`config.mk`:
```
export PLATFORM = sky130hd
export DESIGN_NAME = hazard_unit
export DESIGN_NICKNAME = d
export VERILOG_FILES = /design/src/rtl/hazard_unit.sv
export SDC_FILE = /design/constraint.sdc
export NUM_CORES = 1
export LEC_CHECK = 0
export ABC_AREA = 1
export ABC_CLOCK_PERIOD_IN_PS = 3000
export BUFFER_PORTS_ARGS = -buffer_cell sky130_fd_sc_hd__buf_4
export CORE_MARGIN = 4
export CORE_UTILIZATION = 55
export CTS_CLUSTER_SIZE = 10
export DETAILED_ROUTE_END_ITERATION = 10
export PLACE_DENSITY = 0.79
export SETUP_SLACK_MARGIN = 0.2
export SYNTH_ARGS = -nofsm -noshare
export SYNTH_HDL_FRONTEND = slang
export SYNTH_SLANG_ARGS = --single-unit
```
`constraint.sdc`:
```
create_clock -name clk -period 3 [get_ports clk]
set_clock_uncertainty 0.15 [all_clocks]
set_input_delay 0.15 -clock clk [delete_from_list [all_inputs] [get_ports clk]]
set_output_delay 0.15 -clock clk [all_outputs]
set_load 0.005 [all_outputs]
```
`src/rtl/hazard_unit.sv`:
```
// Hazard detection and forwarding for the 5-stage pipelined ARM datapath.
// Produces stall/flush/forward controls and keeps saturating performance counters.
module hazard_unit #(
   parameter int CNT_WIDTH = 16
) (
   input  logic                 clk,
   input  logic                 reset,
   input  logic [3:0]           RA1D,
   input  logic [3:0]           RA2D,
   input  logic [3:0]           WA3D,
   input  logic                 RegWriteM,
   input  logic                 RegWriteW,
   input  logic                 MemtoRegE,
   input  logic                 PCSrcD,
   input  logic                 PCSrcE,
   input  logic                 PCSrcM,
   input  logic                 PCSrcW,
   input  logic                 BranchTakenE,
   output logic                 StallF,
   output logic                 StallD,
   output logic                 FlushD,
   output logic                 FlushE,
   output logic [1:0]           ForwardAE,
   output logic [1:0]           ForwardBE,
   output logic [CNT_WIDTH-1:0] StallCount,
   output logic [CNT_WIDTH-1:0] FlushCount
);

   logic [3:0] ra1_e;
   logic [3:0] ra2_e;
   logic [3:0] wa3_e;
   logic [3:0] wa3_m;
   logic [3:0] wa3_w;

   logic ldr_stall;
   logic pc_wr_pending;

   // Memory stage wins over writeback because it holds the younger result.
   function automatic logic [1:0] forward_select(input logic [3:0] ra);
      if (RegWriteM && (ra == wa3_m))
         return 2'b10;
      else if (RegWriteW && (ra == wa3_w))
         return 2'b01;
      else
         return 2'b00;
   endfunction

   always_comb begin
      ldr_stall     = MemtoRegE && ((RA1D == wa3_e) || (RA2D == wa3_e));
      pc_wr_pending = PCSrcD || PCSrcE || PCSrcM;
      StallF        = 1'b0;
      StallD        = 1'b0;
      FlushD        = 1'b0;
      FlushE        = 1'b0;
      ForwardAE     = 2'b00;
      ForwardBE     = 2'b00;
      if (!reset) begin
         StallD    = ldr_stall;
         StallF    = ldr_stall || pc_wr_pending;
         FlushE    = ldr_stall || BranchTakenE;
         FlushD    = pc_wr_pending || PCSrcW || BranchTakenE;
         ForwardAE = forward_select(ra1_e);
         ForwardBE = forward_select(ra2_e);
      end
   end

   // The E-stage copy is cleared together with the controller's D->E register.
   always_ff @(posedge clk or posedge reset) begin
      if (reset) begin
         ra1_e <= 4'd0;
         ra2_e <= 4'd0;
         wa3_e <= 4'd0;
         wa3_m <= 4'd0;
         wa3_w <= 4'd0;
      end else begin
         if (FlushE) begin
            ra1_e <= 4'd0;
            ra2_e <= 4'd0;
            wa3_e <= 4'd0;
         end else begin
            ra1_e <= RA1D;
            ra2_e <= RA2D;
            wa3_e <= WA3D;
         end
         wa3_m <= wa3_e;
         wa3_w <= wa3_m;
      end
   end

   always_ff @(posedge clk or posedge reset) begin
      if (reset) begin
         StallCount <= '0;
         FlushCount <= '0;
      end else begin
         if (StallD && (StallCount != {CNT_WIDTH{1'b1}}))
            StallCount <= StallCount + 1'b1;
         if ((FlushD || FlushE) && (FlushCount != {CNT_WIDTH{1'b1}}))
            FlushCount <= FlushCount + 1'b1;
      end
   end

endmodule

```
==> qor.csv <==
stage,metric,value,unit
status,outcome,"finished, final reports clean",
grt,antenna_found_initial,0,
yosys,synth_cell_type_count,28,
drt,drt_wl_total,7.05,mm
grt,grt_pass1_wl,12.0,mm
pwr,p_leak,1.89,nW
cts,clkLatencyLatePin,0.31,ns
die,dieArea,6610,µm²
layout,nets,491,
setup_path,required,2.70,ns
yosys,synth_most_common_cell,nand2_1,
grt,overflow,0,
cts,cts_root_buf,clkbuf_8,
yosys,ys_seq_area_share,44.0,%
pwr,seqPwrFrac,49.3,%
timing,layout_setup_ws,0.635,ns
timing,finalHoldViolCount,0,
layout,diodes,0,
yosys,avgSynthCellArea,7.56,µm²
drt,postRouteAntennaNets,0,
drt,wl_per_cell,13.1,µm
grt,grt.total_usage,23.7,%
timing,fin_crit,2.37,ns
cts,clk_pin_slew,0.10,ns
die,die_width,81.3,µm
setup_path,critPathArrivalTime,2.07,ns
timing,maxSlewHeadroom,67.3,%
placement,gp_congestion,0.882,
timing,slew_violations,0,
timing,rsz0062_at_grt,no,
layout,finalNonFillerCells,538,
drt,drtPass1Iterations,4,
grt,grt_pass1_vias,2707,
yosys,syn-cell-area,2960,µm²
timing,worst_pin_slew,0.489,ns
timing,timing.final.crit_share,78.8,%
placement,portBuffers,61,
pwr,p_per_area,485,nW/µm²
pwr,intPower,1.25,mW
pwr,pwr-share-clk,28.2,%
layout,syn2layout_area_growth,25.5,%
yosys,yosysTopAreaCell,dfrtp_1,
setup_path,startpoint_type,input pin,
yosys,synth-edff-count,0,
yosys,synthArstFlopShare,100,%
yosys,synth_cells,391,
pwr,power.switching,0.545,mW
cts,cts_htree_levels,2,
min_path,hold_path.class,flop to flop,
die,ioPinCount,62,
layout,drive_above_1_share,19.7,%
flow_run,max-cap-violations,0,
timing,setup_viol,0,
placement,dp_slack,0.965,ns
die,rows,26,
setup_path,critPathKind,input pin to output port,
yosys,synth_top_cell_area_share,44.0,%
placement,placed_cell_area,3460,µm²
cts,clk_path_buf_depth,2,
yosys,syn-num-nets,415,
drt,drt_first_iter_violations,127,
yosys,synthFlopType,dfrtp_1,
placement,dp_hpwl,5.05,mm
placement,post-place-cells,517,
yosys,ys_ff_latch,52,
die,initial_core_util,57.1,%
drt,via_per_inst,5.06,
grt,grt_max_degree,28,
pwr,combPwrFrac,22.5,%
yosys,yosys_warnings,0,
setup_path,crit_path_max_fanout,13,
timing,setup_tns,0,ns
cts,cts_tree,done,
drt,drc,0,
yosys,yosys-top-cells-area,"dfrtp_1 (44%), nand2_1 (16%), inv_1 (6.4%)",
yosys,synthTopCellsByCount,"nand2_1 (125), dfrtp_1 (52), inv_1 (50)",
drt,vias,2724,
layout,fin_util,71.7,%
setup_path,end_kind,output port,
cts,cts.sinks,52,
pwr,power.share.switching,30.3,%
die,design.core.area,5170,µm²
die,die_h,81.3,µm
cts,cts_buffers,5,
timing,clock.fmax,423,MHz
pwr,ir_drop,0.346,mV
layout,fin_area,3710,µm²
cts,cts_setup_buffers,0,
[registers in the layout, indices dropped and copies added, names as in the netlist]
name        count
StallCount     16
ra2_e           4
wa3_w           4
wa3_e           4
ra1_e           4
wa3_m           4
FlushCount     16
[worst max-delay path, cell delays in order]
cell,delay [ns]
dlygate4sd3_1,0.56
buf_4,0.15
nand2_1,0.08
nand2_1,0.09
nor2_1,0.11
nand2_1,0.06
nand2_1,0.11
nand2_1,0.14
nand2_1,0.41
buf_4,0.20
[power groups by stage]
stage          registers (mW)  clock network (mW)  logic, mW
2_1_floorplan           0.881                   0      0.235
3_3_place_gp            0.893                   0      0.378
3_5_place_dp            0.896                   0      0.391
4_1_cts                 0.882               0.518      0.406
5_1_grt                 0.899               0.539      0.460
6_report                0.886               0.507      0.405
[metal layers]
layer	track usage, %	share of wire, %	wire length [µm]	up-vias
met4	8.61	2.4	172	0
met1	29.7	43	3030	1272
met2	40.4	50	3540	66
li1	-	-	-	1371
met5	0	0	0	-
met3	4.43	4.3	302	15
[cell type report]
cell class / instances / area, µm²
Clock buffer: 6 / 82.6
Clock inverter: 2 / 38.8
Fill cell: 397 / 1460
Inverter: 53 / 199
Multi-Input combinational cell: 279 / 1400
Sequential cell: 52 / 1300
Tap cell: 70 / 87.6
Timing Repair Buffer: 76 / 603
[placed cells by master, fill, tap and decap left out, types with 9 or more instances in the layout]
cell           instances
inv_1                 49
buf_4                 63
nor2_1                46
xor2_1                15
xnor2_1               12
nand2_1              125
nand4_1                9
dlygate4sd3_1         13
dfrtp_1               52
nand3_1               28
[through the flow]
| stage | hold slack [ns] | total power, mW |
|---|---|---|
| CTS | 0.283 | 1.81 |
| global route | 0.321 | 1.90 |
| finish | 0.284 | 1.80 |
| detailed placement | 0.0674 | 1.29 |
| floorplan | 0.106 | 1.12 |
| global placement | 0.0652 | 1.27 |
[what timing repair did]
item / CTS / global route
hold endpoints to repair: 27 / 0
hold buffers: 13 / 0
gates resized for setup: 0 / 0
[worst paths after layout]
check	start	to	slack, ns	depth (start not counted)
max in group asynchronous	reset	ra1_e[1]	1.72	4
max reg2reg	wa3_e[0]	FlushCount[6]	0.87	11
max	RA1D[0]	FlushE	0.63	10
min	wa3_e[3]	wa3_m[3]	0.28	0
min in group asynchronous	reset	FlushCount[7]	0.30	3
min reg2reg	wa3_e[3]	wa3_m[3]	0.28	0
[logic make-up after synthesis]
kind of cell             count (synthesis)  synth area share [%]
flip-flops                              52                  44.0
AO/OA/AOI/OAI                           24                  5.29
XOR/XNOR                                27                  8.00
adder cells (fa/ha/maj)                  2                 0.847
AND/OR/NAND/NOR                        226                  33.1
buffers and inverters                   60                  8.72
No activity file was read; power rests on OpenSTA's default activity.
